[src/rtl/alu_op_encoder.sv]
// alu_op_encoder: RV32I decode/execute boundary stage.
// Encodes opcode/funct3/funct7b5 into an ALU operation code plus operand-select
// flag, flags unsupported encodings, and hands the result to execute through a
// 2-entry skid buffer (main register drives the outputs, skid absorbs one
// extra entry so in_ready can be registered).
// Optional feature macro: ALU_OP_ENC_BRANCH_CMP_EN (branch compare decode).
module alu_op_encoder #(
  parameter int unsigned OPCODE_LENGTH = 4,
  parameter int unsigned ILL_CNT_WIDTH = 8
) (
  input  logic                     clk,
  input  logic                     rst_n,
  input  logic                     in_valid,
  output logic                     in_ready,
  input  logic [6:0]               opcode,
  input  logic [2:0]               funct3,
  input  logic                     funct7b5,
  input  logic                     flush,
  output logic                     out_valid,
  input  logic                     out_ready,
  output logic [OPCODE_LENGTH-1:0] Operation,
  output logic                     alu_src_imm,
  output logic                     illegal,
  output logic [ILL_CNT_WIDTH-1:0] ill_count
);

  localparam int unsigned OPW = OPCODE_LENGTH;
  localparam int unsigned CW  = ILL_CNT_WIDTH;

  localparam logic [6:0] OPC_R      = 7'b0110011;
  localparam logic [6:0] OPC_I      = 7'b0010011;
  localparam logic [6:0] OPC_LOAD   = 7'b0000011;
  localparam logic [6:0] OPC_STORE  = 7'b0100011;
  localparam logic [6:0] OPC_LUI    = 7'b0110111;
  localparam logic [6:0] OPC_BRANCH = 7'b1100011;

  localparam logic [OPW-1:0] ALU_AND = OPW'(4'b0000);
  localparam logic [OPW-1:0] ALU_XOR = OPW'(4'b0001);
  localparam logic [OPW-1:0] ALU_SUB = OPW'(4'b0010);
  localparam logic [OPW-1:0] ALU_OR  = OPW'(4'b0011);
  localparam logic [OPW-1:0] ALU_ADD = OPW'(4'b0100);
  localparam logic [OPW-1:0] ALU_EQ  = OPW'(4'b1000);
  localparam logic [OPW-1:0] ALU_SLL = OPW'(4'b1001);
  localparam logic [OPW-1:0] ALU_LUI = OPW'(4'b1010);
  localparam logic [OPW-1:0] ALU_SRL = OPW'(4'b1011);
  localparam logic [OPW-1:0] ALU_SLT = OPW'(4'b1110);

  typedef struct packed {
    logic [OPW-1:0] op;
    logic           src_imm;
    logic           ill;
  } entry_t;

  localparam entry_t ENTRY_RST = '{op: '0, src_imm: 1'b0, ill: 1'b0};

  entry_t                r_main;
  entry_t                r_skid;
  logic                  r_main_valid;
  logic                  r_skid_valid;
  logic                  r_in_ready;
  logic [CW-1:0]         r_ill_count;

  entry_t                w_dec;
  entry_t                w_main_nxt;
  entry_t                w_skid_nxt;
  logic                  w_main_valid_nxt;
  logic                  w_skid_valid_nxt;
  logic [CW-1:0]         w_ill_count_nxt;
  logic                  w_accept;
  logic                  w_consume;

  assign w_accept  = in_valid & r_in_ready;
  assign w_consume = r_main_valid & out_ready;

  // Combinational decode of the presented instruction fields.
  always_comb begin
    w_dec = ENTRY_RST;
    unique case (opcode)
      OPC_R: begin
        w_dec.src_imm = 1'b0;
        unique case (funct3)
          3'b000:  w_dec.op = funct7b5 ? ALU_SUB : ALU_ADD;
          3'b111:  w_dec.op = ALU_AND;
          3'b110:  w_dec.op = ALU_OR;
          3'b100:  w_dec.op = ALU_XOR;
          3'b010:  w_dec.op = ALU_SLT;
          3'b001:  w_dec.op = ALU_SLL;
          3'b101: begin
            // SRA is not supported; keep the shift code but flag it.
            w_dec.op  = ALU_SRL;
            w_dec.ill = funct7b5;
          end
          default: w_dec.ill = 1'b1;
        endcase
      end
      OPC_I: begin
        w_dec.src_imm = 1'b1;
        unique case (funct3)
          3'b000:  w_dec.op = ALU_ADD;
          3'b111:  w_dec.op = ALU_AND;
          3'b110:  w_dec.op = ALU_OR;
          3'b100:  w_dec.op = ALU_XOR;
          3'b010:  w_dec.op = ALU_SLT;
          3'b001:  w_dec.op = ALU_SLL;
          3'b101: begin
            // SRAI is not supported; keep the shift code but flag it.
            w_dec.op  = ALU_SRL;
            w_dec.ill = funct7b5;
          end
          default: w_dec.ill = 1'b1;
        endcase
      end
      OPC_LOAD, OPC_STORE: begin
        w_dec.op      = ALU_ADD;
        w_dec.src_imm = 1'b1;
      end
      OPC_LUI: begin
        w_dec.op      = ALU_LUI;
        w_dec.src_imm = 1'b1;
      end
      OPC_BRANCH: begin
        w_dec.src_imm = 1'b0;
`ifdef ALU_OP_ENC_BRANCH_CMP_EN
        unique case (funct3)
          3'b000, 3'b001: w_dec.op = ALU_EQ;
          3'b100, 3'b101: w_dec.op = ALU_SLT;
          default:        w_dec.ill = 1'b1;
        endcase
`else
        w_dec.op = ALU_SUB;
`endif
      end
      default: w_dec.ill = 1'b1;
    endcase
  end

  // Skid-buffer next state: flush wins, otherwise fill main first, spill to skid.
  always_comb begin
    w_main_nxt       = r_main;
    w_skid_nxt       = r_skid;
    w_main_valid_nxt = r_main_valid;
    w_skid_valid_nxt = r_skid_valid;
    if (flush) begin
      w_main_valid_nxt = 1'b0;
      w_skid_valid_nxt = 1'b0;
    end else if (w_consume) begin
      if (r_skid_valid) begin
        // in_ready is low while skid is full, so no accept can collide here.
        w_main_nxt       = r_skid;
        w_skid_valid_nxt = 1'b0;
      end else if (w_accept) begin
        w_main_nxt       = w_dec;
        w_main_valid_nxt = 1'b1;
      end else begin
        w_main_valid_nxt = 1'b0;
      end
    end else if (!r_main_valid) begin
      if (w_accept) begin
        w_main_nxt       = w_dec;
        w_main_valid_nxt = 1'b1;
      end
    end else if (w_accept) begin
      w_skid_nxt       = w_dec;
      w_skid_valid_nxt = 1'b1;
    end
  end

  // Saturating count of accepted illegal entries; flush does not clear it.
  always_comb begin
    w_ill_count_nxt = r_ill_count;
    if (w_accept && w_dec.ill && (r_ill_count != {CW{1'b1}})) begin
      w_ill_count_nxt = r_ill_count + CW'(1);
    end
  end

  // State registers with synchronous active-low reset.
  always_ff @(posedge clk) begin
    if (!rst_n) begin
      r_main       <= ENTRY_RST;
      r_skid       <= ENTRY_RST;
      r_main_valid <= 1'b0;
      r_skid_valid <= 1'b0;
      r_in_ready   <= 1'b1;
      r_ill_count  <= '0;
    end else begin
      r_main       <= w_main_nxt;
      r_skid       <= w_skid_nxt;
      r_main_valid <= w_main_valid_nxt;
      r_skid_valid <= w_skid_valid_nxt;
      r_in_ready   <= ~w_skid_valid_nxt;
      r_ill_count  <= w_ill_count_nxt;
    end
  end

  assign in_ready    = r_in_ready;
  assign out_valid   = r_main_valid;
  assign Operation   = r_main.op;
  assign alu_src_imm = r_main.src_imm;
  assign illegal     = r_main.ill;
  assign ill_count   = r_ill_count;

endmodule

[config.mk]
export PLATFORM = sky130hd
export DESIGN_NAME = alu_op_encoder
export DESIGN_NICKNAME = d
export VERILOG_FILES = /design/src/rtl/alu_op_encoder.sv
export SDC_FILE = /design/constraint.sdc
export NUM_CORES = 1
export LEC_CHECK = 0
export BUFFER_PORTS_ARGS = -buffer_cell sky130_fd_sc_hd__buf_2
export CAP_MARGIN = 20
export CORE_MARGIN = 5
export CORE_UTILIZATION = 40
export CTS_CLUSTER_SIZE = 10
export DETAILED_ROUTE_END_ITERATION = 8
export PLACE_DENSITY = 0.66
export SYNTH_ARGS = -nofsm -noshare
export SYNTH_HDL_FRONTEND = slang
export SYNTH_SLANG_ARGS = --single-unit
[constraint.sdc]
create_clock -name clk -period 2.6 [get_ports clk]
set_clock_uncertainty 0.15 [all_clocks]
set_input_delay 0.13 -clock clk [delete_from_list [all_inputs] [get_ports clk]]
set_output_delay 0.13 -clock clk [all_outputs]
set_load 0.005 [all_outputs]
==> results of run 1 <==
flip-flops by register name, summed over array words and instances, names as in the netlist:
name          cells
ill_count         8
r_skid            6
Operation         4
alu_src_imm       1
illegal           1
in_ready          1
out_valid         1
r_skid_valid      1
cells in the mapped netlist, types with 2 or more instances:
cell,n
nand3_1,5
nand4_1,3
o211a_1,3
nand2_1,21
a21oi_1,10
o22ai_1,2
nor2_1,8
and3b_2,3
nor3_1,7
o21ai_0,7
a21boi_0,3
dfxtp_1,23
nand3b_1,2
or4_1,3
buf_6,2
inv_1,4
nand2b_1,4
and2_1,4
or2b_1,2
nor2b_1,2
mux2i_1,3
o211ai_1,2
o221ai_1,4
clkbuf_1,3
o31ai_1,2
where the power goes:
part	switching [uW]	internal [uW]
clock network	108	57.4
logic	54.9	46.0
registers	8.83	363
tightest hold or removal path: stages:
cell and delay, ns:
buf_2 0.13, a2111o_1 0.13, a21oi_1 0.06
what timing repair did:
item	CTS	global route
gates resized for setup	0	0
endpoints found under the hold margin	3	0
hold buffers	2	0
layout make-up:
| cell class | count | area [um^2] |
|---|---|---|
| clock buffers | 3 | 22.52 |
| clock inverters | 1 | 5.005 |
| fillers | 323 | 1729 |
| inverters | 4 | 15.01 |
| multi-input cells | 125 | 819.5 |
| flip-flops and latches | 23 | 460.4 |
| well taps | 46 | 57.56 |
| repair buffers | 33 | 175.2 |
metrics by stage:
step | util, % | cell area (um^2)
after floorplan | - | 1334
after global placement | 45.90 | 1508
after detailed placement | 45.90 | 1508
after CTS | 47.35 | 1555
after global routing | 47.35 | 1555
final | 47.35 | 1555
per-layer routing:
| layer | track usage (%) | vias up | share of wire (%) |
|---|---|---|---|
| li1 | - | 655 | - |
| met2 | 25.03 | 27 | 50 |
| met3 | 3.328 | 0 | 4.1 |
| met5 | 0 | - | 0 |
| met1 | 17.55 | 636 | 46 |
| met4 | 2.025 | 0 | 0 |
kinds of logic after synthesis:
kind of cell / share of synthesized area (%)
adder cells (fa/ha/maj): 0.9379
AO/OA/AOI/OAI: 24.95
buffers and inverters: 4.033
AND/OR/NAND/NOR: 31.80
XOR/XNOR: 0.6568
flip-flops: 34.52
multiplexers: 3.096
how the worst min path moves through the flow:
stage                         start      endpoint  slack [ns]  cells after the start
after floorplan               flush  Operation[0]        0.11                      2
after global placement    out_ready      in_ready        0.26                      2
after detailed placement  out_ready      in_ready        0.27                      2
after CTS                 opcode[6]  Operation[2]        0.02                      3
after global routing      opcode[6]  Operation[2]        0.03                      3
final                     opcode[6]  Operation[2]        0.02                      3
==> metrics, run 1 <==
crit path cell chain=and2_1 > nand4_1 > or4_1 > o211a_1; WL final=about 3.2 mm; # DRC=0; post-DP HPWL=about 2.4 mm; post-placement setup slack=roughly 0.67 ns; Bufs and invs on worst path=0; Crit. path cell count=4; Reg2Reg Setup Slack=~0.77 ns; post-synth cell types=between 50 and 60; Wirelength per Cell=between 10 and 15 um; Cell Pwr Density=approximately 410 nW/um^2; core footprint=~3300 um^2; RR Startpoint=in_ready; unrepaired setup endpoints after global routing=no; area share of the largest cell type after synthesis=34.52%; Fin. Hold Viols=0; Die X=roughly 68 um; Worst EP required=approximately 2.7 ns; Yosys warnings=0; initial DRC count=approximately 90; DR vias/cell=approximately 5.6; Crit path max-delay family=simple AND/OR/NAND/NOR gates; Longest Clk Path Bufs=2; Max Cap Viol=0; prevailing post-synth register cell=dfxtp_1; worst rel slew slack=about three fifths; FF+latch count, synth=23; Die ar.=roughly 4600 um^2; TritonCTS Sinks=23; Gate Count Post-Synth=about 160; period utilization=between 70 and 80%; initial antenna violation count=0; Clock Pin Slew Worst Setup and Hold Paths=roughly 0.13 ns; IO buf count=31; Final ANT Viol Nets=0; Lkg Pwr=~0.00064 uW; reg2reg end=ill_count[7]; final worst slack=approximately 0.77 ns; peak per-stage delay on the critical path=between 0.5 and 0.6 ns; Syn Nets=between 150 and 200; TritonCTS clock tree=built; overall power=639.0 uW; Layout area overhead=16.60%; Post-Syn Area=roughly 1300 um^2; Data arrival, critical path=between 1.5 and 2 ns; most frequent cells in the layout=buf_2, dfxtp_1, nand2_1; Fin Setup TNS=0 ns; CTS root buffer=clkbuf_4; Inst Count DP=approximately 230; Final setup viols=0; Worst-Margin Slew=approximately 0.60 ns; share of cells above drive strength 1=between 20 and 25%; Area contributors post-synth=dfxtp_1, nand2_1, a21oi_1; Post-synth EDFFs=0; ant diodes=0; post-CTS setup buffers=0; Max FO, Critical Path=6; CP endpoint=ill_count[7]; Fmax achieved=547.7 MHz; CTS Buf Count=3; Cell Rows=21; CTS H-Tree Depth=1; final non-filler cell total=235; largest net degree at the start of global routing=27; Final min period=approximately 1.8 ns; vias=~1300; clock latency on the worst-skew pair=0.31 ns; Syn Area/Cell=about 8.4 um^2; die height=about 68 um; CP endpoint kind=register; worst hold slack=around 0.024 ns; Seq/Total Area, Yosys=34.52%; critical path class=reg -> reg; Peak VDD IR=0.1901 mV; cell with the largest stage delay on the worst path=or4_1; crit path launch=in_ready; Max Slew Vio Count=0; DRT Pass-1 Iters=4; number of global-route vias before repair=about 1200; total track usage=between 10 and 15%; GRT Residual Overflow=0; nets@finish=a little over 200; commonest non-fill, non-tap cell in the layout=buf_2; run status=completed; Yosys top cell by area=dfxtp_1; Worst R2R Path Depth=4; RePlAce Congestion=0.8949; Hold Crit Class=in -> reg; ys async rst share=0%; initial core utilization=~41%; global-route wire length before repair=just over 5 mm; num ports=32; type of origin of the critical path=register
(Power assumes the default switching activity.)
==> inputs of run 2 (changes only) <==
--- a/config.mk
+++ b/config.mk
@@ -5,13 +5,14 @@
 export SDC_FILE = /design/constraint.sdc
 export NUM_CORES = 1
 export LEC_CHECK = 0
+export ABC_AREA = 1
 export BUFFER_PORTS_ARGS = -buffer_cell sky130_fd_sc_hd__buf_2
 export CAP_MARGIN = 20
 export CORE_MARGIN = 5
 export CORE_UTILIZATION = 40
 export CTS_CLUSTER_SIZE = 10
 export DETAILED_ROUTE_END_ITERATION = 8
-export PLACE_DENSITY = 0.66
+export PLACE_DENSITY = 0.65
 export SYNTH_ARGS = -nofsm -noshare
 export SYNTH_HDL_FRONTEND = slang
 export SYNTH_SLANG_ARGS = --single-unit
==> constraint.sdc (replaced) <==
create_clock -name clk -period 1.7 [get_ports clk]
set_clock_uncertainty 0.15 [all_clocks]
set_input_delay 0.085 -clock clk [delete_from_list [all_inputs] [get_ports clk]]
set_output_delay 0.085 -clock clk [all_outputs]
set_load 0.005 [all_outputs]
==> run 2 against run 1 <==
Register-to-register slack worse by 0.64 ns. Utilization up 4.9 points. Via count up 8.2%. Final area rose by 11%. Largest power group unchanged. Sequential power up 52%. Count of clock-buffer cells in the layout grew 1. Hold slack lost 0.0020 ns. Setup slack worse by 0.69 ns. Flip-flop and latch count did not move. Critical path depth increased by 2. Synthesized area grew 2.3%. Die area increased by 1.9%.
==> metrics, run 2 <==
run status=completed; Fin. Hold Viols=0; most frequent cell after synthesis=nand2_1; Area contributors post-synth=dfxtp_1, nand2_1, a21oi_1; clock latency on the worst-skew pair=about 0.31 ns; Final setup viols=0; cell with the largest stage delay on the worst path=dlygate4sd3_1; Largest register FFs=8; GRT Residual Overflow=0; Cell Pwr Density=574.3 nW/um^2; largest net degree at the start of global routing=16; initial antenna violation count=0; CP endpoint kind=register; TritonCTS Sinks=23; Wirelength per Cell=between 10 and 15 um; Max Cap Viol=0; nets@finish=~270; critical path class=in -> reg; Core Util, Final=~52%; Syn Area/Cell=around 6.6 um^2; global-route wire length before repair=approximately 5.4 mm; Final ANT Viol Nets=0; GR Layer Usage met3=under 10%; ant diodes=0; IO buf count=31; prevailing post-synth register cell=dfxtp_1; total track usage=between 10% and 20%; GR Util met2=about 24%; RePlAce Congestion=0.8316; Syn Nets=between 200 and 250; DRT Pass-1 Iters=4; Fmax achieved=approximately 620 MHz; initial core utilization=between 40% and 50%; Reg2Reg Setup Slack=~0.13 ns; post-synth cell types=27; initial DRC count=66; Layout area overhead=26.88%; ys async rst share=0%; Data arrival, critical path=approximately 1.7 ns; Peak VDD IR=slightly below 0.4 mV; Yosys warnings=0; Gate Count Post-Synth=208; CTS Buf Count=3; commonest non-fill, non-tap cell in the layout=nand2_1; CTS root buffer=clkbuf_4; Yosys top cell by area=dfxtp_1; CTS H-Tree Depth=1; Worst-Margin Slew=0.4624 ns; die height=68.39 um; # DRC=0; core footprint=approximately 3300 um^2; WHS Path Cells=4; Worst EP required=about 1.8 ns; Clock Pin Slew Worst Setup and Hold Paths=0.13 ns; type of origin of the critical path=input port; RR Startpoint=ill_count[0]; Lkg Pwr=0.0008551 uW; Cell Rows=21; share of cells above drive strength 1=24.41%; Die ar.=~4700 um^2; overall power=~990 uW; Die X=between 60 and 70 um; Max Slew Vio Count=0; WL final=about 3.3 mm; Worst Hold Path EP=r_skid[4]; reg2reg end=ill_count[7]; area share of the largest cell type after synthesis=33.76%; vias=about 1400; Post-synth EDFFs=0; peak per-stage delay on the critical path=between 0.5 and 0.6 ns; worst rel slew slack=69.14%; GRT Max-Usage Layer=met2; crit path cell chain=dlygate4sd3_1 > buf_2 > a21oi_1 > nand2_1 > dlygate4sd3_1 > a21oi_1; Post-Syn Area=between 1000 and 1500 um^2; most frequent cells in the layout=nand2_1, buf_2, nor2_1; post-DP HPWL=2.431 mm; Hold Crit Class=in -> reg; Seq/Total Area, Yosys=33.76%; met1 GRT Util=20.93%; TritonCTS clock tree=built; FF+latch count, synth=23; Worst R2R Path Depth=7; DR vias/cell=roughly 4.8; Final min period=between 1.5 and 2 ns; Max FO, Critical Path=4; period utilization=between 90% and 100%; hold path start=opcode[4]; num ports=32; Longest Clk Path Bufs=2; number of global-route vias before repair=around 1200; Synth top cells by count=nand2_1, inv_1, nor2_1, dfxtp_1, a21oi_1
-- run 2: cell count changes after synthesis, sizes merged, moves of 5 or more --
cell	previous run	this run
inv	4	28
nand2	21	59
nor3	7	1
a21oi	10	20
nand3	6	11
nor2	8	31
-- run 2: cell type report --
class | instances | area, um^2
Fill cell | 352 | 1580
Multi-Input combinational cell | 157 | 814.5
Sequential cell | 23 | 462.9
Timing Repair Buffer | 42 | 260.3
Inverter | 28 | 108.9
Tap cell | 46 | 57.56
Clock buffer | 4 | 26.28
-- run 2: worst max-delay path by stage --
stage	from	endpoint	slack, ns	depth (start not counted)
final	funct3[1]	r_skid[2]	0.09	6
after floorplan	ill_count[0]	ill_count[0]	0.20	8
after CTS	ill_count[0]	ill_count[0]	0.06	8
after global placement	ill_count[0]	ill_count[0]	0.15	8
after detailed placement	ill_count[0]	ill_count[0]	0.09	8
after global routing	ill_count[0]	ill_count[6]	-0.01	7
-- run 2: kinds of logic after synthesis --
kind of cell / count (synthesis) / synth area share (%)
adder cells (fa/ha/maj): 1 / 0.9173
flip-flops: 23 / 33.76
XOR/XNOR: 5 / 3.212
buffers and inverters: 30 / 8.348
AND/OR/NAND/NOR: 110 / 37.98
AO/OA/AOI/OAI: 39 / 15.78
-- run 2: repair_timing --
item                                    4_1_cts  5_1_grt
setup buffers                                 0        3
hold buffers                                  4        0
endpoints found under the setup margin        0       11
hold endpoints to repair                      7        0
gates resized for setup                       0        4
-- run 2: metal layers --
layer	part of all wire (%)	routed length [um]
met4	1.4	46
met3	4.6	154
met1	50	1657
met2	44	1468
met5	0	0
-- run 2: metrics by stage --
step           setup WS (ns)  cell area [um^2]  TNS (ns)  instances  hold WS [ns]
2_1_floorplan         0.2014              1364         0        208       0.06975
3_5_place_dp         0.08761              1598         0        287        0.2644
4_1_cts              0.05852              1664         0        295      0.009402
3_3_place_gp          0.1457              1598         0        287        0.2635
5_1_grt             -0.01436              1730  -0.01436        300       0.05295
6_report             0.08695              1730         0        300       0.02241
-- run 2: worst max-delay path, delay by kind of cell --
kind	cells	cell delay, ns
AO/OA/AOI/OAI	2	0.29
buffers and inverters	3	1.25
AND/OR/NAND/NOR	1	0.08
-- run 2: power breakdown --
group          switching, uW  internal, uW  leakage (uW)  total (uW)
sequential              11.1           555      0.000187         566
combinational           98.8          72.0      0.000653         171
clock                    166          91.6     0.0000150         257
==> inputs of run 3 (changes only) <==
==> constraint.sdc (replaced) <==
create_clock -name clk -period 1.7 [get_ports clk]
set_clock_uncertainty 0.15 [all_clocks]
set_input_delay 0.085 -clock clk [delete_from_list [all_inputs] [get_ports clk]]
set_output_delay 0.085 -clock clk [all_outputs]
set_load 0.1 [all_outputs]
==> run 3 against run 2 <==
Wire length shrank 1.1%. Final area is 2.0% lower. Utilization shrank 1.0 points. Flip-flop and latch count stayed put. Critical endpoint unchanged. Highest routed layer unchanged.
==> metrics, run 3 (synthesis results as in run 2) <==
run status=completed; Clock Pin Slew Worst Setup and Hold Paths=around 0.12 ns; initial antenna violation count=0; initial DRC count=a little under 70; number of global-route vias before repair=1219; Layout area overhead=24.40%; Max FO, Critical Path=4; total track usage=between 10% and 20%; ant diodes=0; Wirelength per Cell=between 10 and 15 um; RePlAce Congestion=around 0.83; core footprint=around 3300 um^2; Lkg Pwr=between 0.0008 and 0.0009 uW; Final min period=roughly 1.6 ns; post-CTS setup buffers=0; largest net degree at the start of global routing=16; vias=between 1000 and 1500; Max Slew Vio Count=0; DRT Pass-1 Iters=4; clock latency on the worst-skew pair=a little over 0.3 ns; type of origin of the critical path=input port; most frequent cells in the layout=nand2_1, buf_2, inv_1, nor2_1, a21oi_1; Highest Signal Layer=met4; Die X=between 60 and 70 um; nets@finish=roughly 270; die height=just under 70 um; CP endpoint kind=register; commonest non-fill, non-tap cell in the layout=nand2_1; Worst EP required=1.81 ns; IO buf count=31; num ports=32; share of cells above drive strength 1=about a quarter; CTS root buffer=clkbuf_4; Die ar.=roughly 4700 um^2; Crit path max-delay family=buffers and inverters; crit path cell chain=dlygate4sd3_1 > buf_2 > a21oi_1 > nand2_1 > dlygate4sd3_1 > a21oi_1; global-route wire length before repair=between 5 and 6 mm; GRT Residual Overflow=0; period utilization=between 90 and 100%; # DRC=0; Cell Rows=21; CTS H-Tree Depth=1; post-DP HPWL=2.571 mm; Final setup viols=0; Bufs and invs on worst path=3; Longest Clk Path Bufs=2; Peak VDD IR=between 0.3 and 0.4 mV; fill count=between 300 and 400; unrepaired setup endpoints after global routing=no; Fmax achieved=approximately 640 MHz; initial core utilization=41.19%; TritonCTS Sinks=23; Core Util, Final=between 50% and 60%; Inst Count DP=286; Fin. Hold Viols=0; WL final=approximately 3.3 mm; Worst-Margin Slew=about 0.49 ns; Final ANT Viol Nets=0; peak per-stage delay on the critical path=about 0.57 ns; Cell Pwr Density=approximately 630 nW/um^2; Fin Setup TNS=0 ns; worst rel slew slack=about two thirds; DR vias/cell=approximately 4.7; Hold Crit Class=in -> reg; WL met1=roughly 1.7 mm; worst hold slack=about 0.015 ns; Largest register FFs=8; final non-filler cell total=around 290; cell with the largest stage delay on the worst path=dlygate4sd3_1; met2 routed wirelength=around 1.4 mm; Data arrival, critical path=about 1.7 ns; critical path class=in -> reg; WL met3=between 100 and 150 um; CTS Buf Count=3; Max Cap Viol=0; TritonCTS clock tree=built
[run 3: cell count changes in the layout (fill, tap and decap cells not counted), sizes merged]
cell	before	now
buf	38	34
nand3	13	11
clkinvlp	1	0
inv	27	28
[run 3: repair_timing]
| item | in CTS | in global routing |
|---|---|---|
| hold endpoints to repair | 7 | 0 |
| hold buffers | 4 | 0 |
| resized for setup | 0 | 0 |
[run 3: layer usage]
metal  GRT usage (%)  vias to the layer above
li1                -                      759
met1           21.31                      600
met2           23.24                       20
met3           2.463                        4
met4           3.722                        0
met5               0                        -
[run 3: worst paths after layout]
kind	start	end	slack, ns	cells past startpoint
max	funct3[1]	r_skid[2]	0.14	6
min	out_ready	r_skid_valid	0.01	4
max reg2reg	in_ready	Operation[1]	0.17	7
min reg2reg	Operation[1]	Operation[1]	0.33	2
[run 3: worst register-to-register path, delay by kind of cell, from the launching register on]
kind,cells,cell delay (ns)
buffers and inverters,2,0.48
AND/OR/NAND/NOR,4,0.37
flip-flops,1,0.36
AO/OA/AOI/OAI,1,0.05
[run 3: cell type report]
type                            count  area [um^2]  area share (%)
Multi-Input combinational cell    155        802.0           47.27
Sequential cell                    23        488.0           28.76
Timing Repair Buffer               38        217.7           12.83
Inverter                           28        105.1           6.195
Tap cell                           46        57.56           3.392
Clock buffer                        4        26.28           1.549
[run 3: power by group]
| part | total [uW] | internal, uW | switching, uW |
|---|---|---|---|
| Combinational | 251 | 66.2 | 185 |
| Sequential | 561 | 548 | 13.3 |
| Clock | 255 | 91.6 | 164 |
[run 3: per-stage QoR]
step | cell area, um^2 | setup WS [ns] | power, uW
3_3_place_gp | 1630 | 0.2208 | 817.1
4_1_cts | 1697 | 0.1353 | 1085
5_1_grt | 1697 | 0.04163 | 1124
3_5_place_dp | 1630 | 0.1773 | 820.5
6_report | 1697 | 0.1358 | 1068
2_1_floorplan | 1404 | 0.01679 | 754.8
